<file path="config.mk">
export PLATFORM = sky130hd
export DESIGN_NAME = mean_square
export DESIGN_NICKNAME = d
export VERILOG_FILES = /design/src/rtl/mean_square_pkg.sv /design/src/rtl/q_square.sv /design/src/rtl/mean_square.sv
export SDC_FILE = /design/constraint.sdc
export NUM_CORES = 2
export LEC_CHECK = 0
export CELL_PAD_IN_SITES_DETAIL_PLACEMENT = 1
export CELL_PAD_IN_SITES_GLOBAL_PLACEMENT = 2
export CORE_ASPECT_RATIO = 0.8
export CORE_MARGIN = 2
export CORE_UTILIZATION = 45
export CTS_CLUSTER_DIAMETER = 150
export DETAILED_ROUTE_END_ITERATION = 7
export GPL_ROUTABILITY_DRIVEN = 0
export PLACE_DENSITY = 0.95
export SLEW_MARGIN = 20
export SYNTH_ARGS = -nofsm -noshare
export SYNTH_HDL_FRONTEND = slang
export SYNTH_SLANG_ARGS = --single-unit
</file>
<file path="constraint.sdc">
create_clock -name clk -period 9.4 [get_ports clk]
set_input_delay 1.41 -clock clk [delete_from_list [all_inputs] [get_ports clk]]
set_output_delay 1.41 -clock clk [all_outputs]
set_load 0.01 [all_outputs]
</file>
<file path="src/rtl/mean_square_pkg.sv">
// mean_square_pkg: shared Q16.16 format constants, FSM state encodings and a
// magnitude helper for the RMS path (mean_square + q_square).
// No ports; imported by mean_square and q_square.
package mean_square_pkg;

  localparam int          Q_WIDTH  = 32;
  localparam int          Q_FRAC   = 16;
  localparam logic [31:0] Q_MAX    = 32'h7FFF_FFFF;
  localparam int          SQ_WIDTH = 48;

  typedef enum logic [1:0] {
    ST_ACC   = 2'd0,
    ST_DRAIN = 2'd1,
    ST_HOLD  = 2'd2
  } state_t;

  // Two's-complement magnitude as unsigned; 0x80000000 yields 2^31, which
  // is exactly representable in 32 unsigned bits.
  function automatic logic [Q_WIDTH-1:0] abs_q(input logic [Q_WIDTH-1:0] a);
    return a[Q_WIDTH-1] ? (~a + 32'd1) : a;
  endfunction

endpackage

</file>
<file path="src/rtl/q_square.sv">
// q_square: registered square of a signed Q16.16 sample, rescaled to Q.FRAC.
// Ports: clk, rst_n (async active-low), en (load), a[31:0] signed sample,
//        sq[47:0] unsigned squared value, one cycle after en.
// Build option MEAN_SQUARE_ROUND_EN: round-half-up on the FRAC shift.
module q_square
  import mean_square_pkg::*;
#(
  parameter int FRAC = Q_FRAC
) (
  input  logic                clk,
  input  logic                rst_n,
  input  logic                en,
  input  logic [Q_WIDTH-1:0]  a,
  output logic [SQ_WIDTH-1:0] sq
);

  logic [Q_WIDTH-1:0] w_abs;
  logic [63:0]        w_prod;
  logic [63:0]        w_rnd;
  logic [63:0]        w_shift;
  logic [15:0]        w_unused_hi;

  assign w_abs  = abs_q(a);
  assign w_prod = {32'd0, w_abs} * {32'd0, w_abs};

`ifdef MEAN_SQUARE_ROUND_EN
  // Max product is 2^62, so adding half an LSB cannot carry out of 64 bits.
  assign w_rnd = w_prod + (64'd1 << (FRAC - 1));
`else
  assign w_rnd = w_prod;
`endif

  assign w_shift     = w_rnd >> FRAC;
  assign w_unused_hi = w_shift[63:48];

  always_ff @(posedge clk or negedge rst_n) begin
    if (!rst_n) begin
      sq <= '0;
    end else if (en) begin
      sq <= w_shift[SQ_WIDTH-1:0];
    end
  end

endmodule

</file>
<file path="src/rtl/mean_square.sv">
// mean_square: frame mean square of 2^LOG2_N signed Q16.16 samples, held
// stable as an unsigned Q16.16 operand until the consumer acknowledges.
// Ports: clk, rst_n (async active-low); in_valid/in_ready/in_data sample
//        stream; out_valid/out_data result, out_ack consumer done; busy.
// Build option MEAN_SQUARE_ROUND_EN: round-half-up on both shifts.
module mean_square
  import mean_square_pkg::*;
#(
  parameter int LOG2_N = 4,
  parameter int FRAC   = Q_FRAC
) (
  input  logic               clk,
  input  logic               rst_n,
  input  logic               in_valid,
  output logic               in_ready,
  input  logic [Q_WIDTH-1:0] in_data,
  output logic               out_valid,
  output logic [Q_WIDTH-1:0] out_data,
  input  logic               out_ack,
  output logic               busy
);

  localparam int                ACC_W    = SQ_WIDTH + LOG2_N;
  localparam logic [LOG2_N-1:0] CNT_LAST = '1;
`ifdef MEAN_SQUARE_ROUND_EN
  localparam logic [ACC_W:0]    DIV_HALF = (ACC_W + 1)'(1) << (LOG2_N - 1);
`else
  localparam logic [ACC_W:0]    DIV_HALF = '0;
`endif

  state_t              r_state;
  logic [LOG2_N-1:0]   r_cnt;
  logic [ACC_W-1:0]    r_acc;
  logic                r_sq_vld;
  logic [Q_WIDTH-1:0]  r_out_dat;
  logic                r_out_vld;

  logic                w_accept;
  logic [SQ_WIDTH-1:0] w_sq;
  logic [ACC_W:0]      w_acc_rnd;
  logic [ACC_W:0]      w_mean;
  logic [Q_WIDTH-1:0]  w_res;

  assign in_ready  = (r_state == ST_ACC);
  assign w_accept  = in_valid & in_ready;
  assign out_valid = r_out_vld;
  assign out_data  = r_out_dat;
  // The square register still holding an unaccumulated product counts as
  // an undrained pipeline.
  assign busy      = (r_state != ST_ACC) | (r_cnt != '0) | r_sq_vld;

  q_square #(.FRAC(FRAC)) u_sq (
    .clk   (clk),
    .rst_n (rst_n),
    .en    (w_accept),
    .a     (in_data),
    .sq    (w_sq)
  );

  // Extra top bit keeps the rounding add from wrapping.
  assign w_acc_rnd = {1'b0, r_acc} + DIV_HALF;
  assign w_mean    = w_acc_rnd >> LOG2_N;
  assign w_res     = (|w_mean[ACC_W:31]) ? Q_MAX : {1'b0, w_mean[30:0]};

  always_ff @(posedge clk or negedge rst_n) begin
    if (!rst_n) begin
      r_state   <= ST_ACC;
      r_cnt     <= '0;
      r_acc     <= '0;
      r_sq_vld  <= 1'b0;
      r_out_vld <= 1'b0;
      r_out_dat <= '0;
    end else begin
      r_sq_vld <= w_accept;
      if (r_sq_vld) begin
        r_acc <= r_acc + ACC_W'(w_sq);
      end

      case (r_state)
        ST_ACC: begin
          if (w_accept) begin
            r_cnt <= r_cnt + 1'b1;
            if (r_cnt == CNT_LAST) begin
              r_state <= ST_DRAIN;
            end
          end
        end
        // Wait until the last product has been folded into r_acc before
        // sampling the quotient.
        ST_DRAIN: begin
          if (!r_sq_vld) begin
            r_state   <= ST_HOLD;
            r_out_vld <= 1'b1;
            r_out_dat <= w_res;
          end
        end
        ST_HOLD: begin
          if (out_ack) begin
            r_state   <= ST_ACC;
            r_out_vld <= 1'b0;
            r_acc     <= '0;
            r_cnt     <= '0;
          end
        end
        default: begin
          r_state <= ST_ACC;
        end
      endcase
    end
  end

endmodule

</file>
## After elaboration in Yosys (flattened, before gate mapping)

Index checks and enable logic that the tools add are counted.

- Add/subtract/negate cells: 3
- $mul: 1
- Equal/unequal tests: 7
- Muxes and demuxes: 16
- Bitwise gates (word level): 5
- Reductions and logical operators: 10

Operator list:

| kind | count |
|---|---|
| 52-bit two-way mux | 3 |
| 32-bit by 32-bit multiplier with 64-bit output | 1 |
| 52-bit by 48-bit adder with 52-bit output | 1 |
| 32-bit by 1-bit adder with 32-bit output, second input constant | 1 |
| 32-bit two-way mux | 1 |
| 32-bit inverter | 1 |
| 31-bit two-way mux | 1 |
| 17-bit OR reduction | 1 |
| 2-bit two-way mux | 4 |
| 4-bit two-way mux | 2 |
| 4-bit case mux with 2 select lines | 1 |
| 2-bit case mux with 3 select lines | 1 |
| 3-bit AND reduction | 2 |
| 2-bit nonzero test | 3 |
| 4-bit by 1-bit adder with 4-bit output, second input constant | 1 |
| 4-bit equality test, second input constant | 1 |
| 2-bit by 1-bit != test with 1-bit output, second input constant | 2 |
| 2-bit != test, second input constant | 2 |
| 4-bit AND reduction | 1 |
| 4-bit nonzero test | 1 |
| 2-bit by 1-bit equality test with 1-bit output, second input constant | 1 |
| 2-bit equality test, second input constant | 1 |
| 2-bit logical NOT | 1 |
| 1-bit two-way mux | 2 |
| 5 further kinds | 6 |

- Bits in registers: 140
- Input port bits: 36
- Output and inout port bits: 35
- Logic and storage cells: 49

## Longest topological paths before layout

- Depth in word-level cells: 4
- Gate-level depth with buffers: 40
- Mapped depth without buffers: 36

## Cells and area by module

A second synthesis with hierarchy kept.

- Cells, all modules: 4086
- Area, all modules: 37492.2 um2

By module, submodules not included:

| module | times used | cells an instance | area each (um2) |
|---|---|---|---|
| q_square | 1 | 3347 | 30835.8 |
| mean_square | 1 | 739 | 6656.4 |

## Worst setup path before layout

OpenSTA, ideal clock, no wires.

- Path type: input -> register
- Start point: in in_data[0]
- End point: reg u_sq.sq[47]
- Setup time: 0.129 ns
- Arrival time: 11.298 ns
- Required time: 9.271 ns
- Setup slack: -2.027 ns
- Cell stages on the path: 38
- Buffers on the path: 5
- Path through: clkbuf_1 inv_1 clkbuf_1 clkbuf_1 ha_1 nand2_1 or3_1 or4_1 or2_2 o21a_1 xor2_1 inv_1 clkbuf_1 nor2_1 inv_1 fa_1 fa_1 fa_1 [... 2 more ...] fa_1 fa_1 fa_1 inv_1 fa_1 inv_1 ha_1 clkbuf_1 a21o_1 a21o_1 a211oi_1 o2111ai_1 nand2_1 a21oi_1 o311ai_0 o21ai_0 xnor2_1 o21ai_1

- Longest elaborated chain between the ends: 4

Ends and longest elaborated chain:

| element | line | RTL |
|---|---|---|
| start, declared | mean_square.sv:16 | `input logic [Q_WIDTH-1:0] in_data,` |
| 32-bit inverter | mean_square_pkg.sv:20 | `return a[Q_WIDTH-1] ? (~a + 32'd1) : a;` |
| 32-bit by 1-bit adder with 32-bit output | mean_square_pkg.sv:20 |  |
| 32-bit two-way mux * | mean_square_pkg.sv:20 |  |
| 32-bit by 32-bit multiplier with 64-bit output * | q_square.sv:24 | `assign w_prod = {32'd0, w_abs} * {32'd0, w_abs};` |
| end signal, assigned | q_square.sv:40 | `sq <= w_shift[SQ_WIDTH-1:0];` |
| end, declared | q_square.sv:14 | `output logic [SQ_WIDTH-1:0] sq` |

Every way passes the cells marked *; elsewhere a longest branch is shown, timed or not.
A chain may end at the register's enable or synchronous reset.

## Worst setup path in the final report

- Start point: in in_data[6]
- End point: reg u_sq.sq[46]

The elaborated chain is that of the path after synthesis.

==> flow_summary.toml <==
[timing]
drv_slew = 0
rsz0062_at_grt = "yes"
fin_skew_ps = 15.8
setup_viol = 43
max_freq_mhz = 89.3
whs_ps = 479
min_period_over_period_pct = 119
finalWorstSetupSlack_ps = -1800
tightest_slew_ps = 1120
finalHoldViolations = 0
timing.slew.headroom_pct = 24.6
period_minus_slack_ps = 11200

[global_routing]
grt_use_total_pct = 33.2
grt_pass1_vias = 38000
overflow = 0
grt_pass1_wl_um = 215000
grt_max_degree = 94
antenna_found_initial = 8

[critical_path]
endpoint_kind = "flip-flop"
critPathMaxFanout = 4
slowest_stage = "fa_1"
cp.required_ps = 9700
arrival_ps = 11500
cp-start-kind = "input pin"
cpMostUsedCell = "fa_1"
crit_type = "in -> reg"
critPathMaxStageDelay_ps = 900

[yosys]
synthCells = 4065
syn-cell-area_um2 = 37100
synth_top_area_share_pct = 43.0
synth-edff-count = 0
ys_async_sr_fraction_pct = 100
ys_types = 75
ys_warn_count = 0
synth.avg_cell_area_um2 = 9.11
yosys-top-cells-area = "fa_1 (43%), ha_1 (11%), inv_1 (10%)"
yosysSeqAreaShare_pct = 9.39
ys_ff_latch = 139
yosysTopAreaCell = "fa_1"
synthFlopType = "dfrtp_1"

[status]
status = "finished with violations"
failed_checks = "negative setup slack"

[drt]
wirelength_um = 161000
num_vias = 34100
drt_first_iter_violations = 2961
via_per_inst = 5.86
postRouteAntennaNets = 0
dr.pass1.iters = 6
drc_errors = 0
wl_per_cell_um = 27.6

[die]
die_width_um = 325
die-height_um = 261
core.rowCount = 94
ios = 71
initial_core_util_pct = 45.3
core_um2 = 81900
dieArea_um2 = 84700

[hold_path]
hold_class = "reg -> reg"

[placed_design]
dp_hpwl_um = 115000
portBuffers = 69

[clock_tree]
clk_pin_slew_ps = 60
cts_buffers = 17
tritoncts = "built"
cts-root-buf = "clkbuf_16"
cts_hold_repair.buffers = 0
htreeDepth = 4
clkSinkCount = 139
cts_buffer_depth = 2
clk_latency_ps = 450

[cells_and_area]
finalNetCount = 5861
syn2layout_area_growth_pct = 26.3
layout-drive-gt1-share_pct = 23.3

[run]
max_cap_violations = 0
## layer usage
layer  vias up  part of all wire [%]  GRT usage, %
li1      13700                     -             -
met1     17300                    33          37.1
met2      2087                    49          60.4
met3      1050                   8.4          4.69
met4        12                   9.9          19.8
met5         -                 0.055             0
## kinds of logic (layout without fill, tap and decap cells)
family / Yosys count / in the layout / share of synthesized area [%]
compound gates: 539 / 539 / 9.52
mux: 36 / 36 / 0.986
flops: 139 / 139 / 9.39
other cells: 2 / 31 / 0.0203
fa+ha+maj: 1124 / 1124 / 54.1
xor+xnor: 150 / 150 / 3.61
simple gates: 877 / 877 / 10.2
buf+inv: 1198 / 1823 / 12.2
## state kept, by name, summed over array words and instances, names as in the netlist
name	cells
r_acc	52
u_sq.sq	48
out_data	31
r_cnt	4
r_state	2
out_valid	1
r_sq_vld	1
## worst paths after layout
kind | to | start | slack (ps) | cells after the start
worst min register to register | out_valid$_DFFE_PN0P_ | out_valid$_DFFE_PN0P_ | 480 | 1
worst max-delay path | u_sq.sq[46]$_DFFE_PN0P_ | in_data[6] | -1800 | 33
max in group asynchronous | r_acc[5]$_DFF_PN0_ | rst_n | 6940 | 2
worst max register to register | r_acc[50]$_DFF_PN0_ | u_sq.sq[0]$_DFFE_PN0P_ | 5110 | 13
worst min-delay path | out_valid$_DFFE_PN0P_ | out_valid$_DFFE_PN0P_ | 480 | 1
min in group asynchronous | r_cnt[1]$_DFFE_PN0P_ | rst_n | 960 | 1
## placed cells by master, fill, tap and decap left out, drive strengths merged, types with 57 or more instances in the layout
| master | synthesis | routed |
|---|---|---|
| clkdlybuf4s50 | 0 | 57 |
| dfrtp | 139 | 139 |
| xnor2 | 87 | 87 |
| nor2 | 339 | 339 |
| o21ai | 135 | 135 |
| inv | 1032 | 1031 |
| nand2 | 356 | 356 |
| buf | 28 | 693 |
| fa | 796 | 796 |
| ha | 328 | 328 |
| a21oi | 122 | 122 |
| a21o | 92 | 92 |
| xor2 | 63 | 63 |
## timing repair
action	in CTS	in global routing
setup endpoints to repair	46	45
pin swaps	91	121
setup buffers	26	34
resized for setup	203	234
## layout make-up
type | instances | area [µm²]
antenna | 5 | 12.5
fill | 9219 | 35100
tap | 1104 | 1380
clock inverter | 9 | 113
multi-input combinational | 2752 | 31100
timing repair buffer | 756 | 6280
sequential | 139 | 3480
clock buffer | 23 | 488
inverter | 1035 | 3910
## critical path, delay by kind of cell
kind,cells,cell delay [ps]
simple gates,6,1850
xor+xnor,2,350
buf+inv,7,970
compound gates,9,1980
fa+ha+maj,9,4900
## per-stage QoR
| stage | std cells | util [%] | setup TNS (ps) | setup WS (ps) | cell area, µm² |
|---|---|---|---|---|---|
| floorplan | 4089 | - | -22420 | -1030 | 37700 |
| CTS | 5786 | 55.6 | -25690 | -907 | 45500 |
| global route | 5818 | 57.2 | -57840 | -1890 | 46800 |
| global placement | 5728 | 53.7 | -59130 | -1780 | 44000 |
| detailed placement | 5728 | 53.7 | -73630 | -2100 | 44000 |
| finish | 5823 | 57.2 | -53800 | -1800 | 46800 |
## synth_stat cells (all sizes together) (5+ instances only)
cell type and n:
a31o 10, xor2 63, o21a 6, dfrtp 139
o31a 5, fa 796, mux2i 32, o31ai 14
a211oi 21, o21ai 135, nand2b 15, a31oi 23
a221oi 7, xnor2 87, ha 328, and4 7
o2111ai 5, nor4 6, or4 9, and2 8
o21bai 23, a21oi 122, o211ai 7, o22a 31
and3 6, clkbuf 135, or3 10, nor3 21
nand3b 9, nand3 31, inv 1032, buf 28
a21o 92, nand4 38, nand2 356, nor2 339
nor2b 7
Power is not shown: default switching activity piles up to over one toggle a cycle in this logic, so the estimate is an artifact.
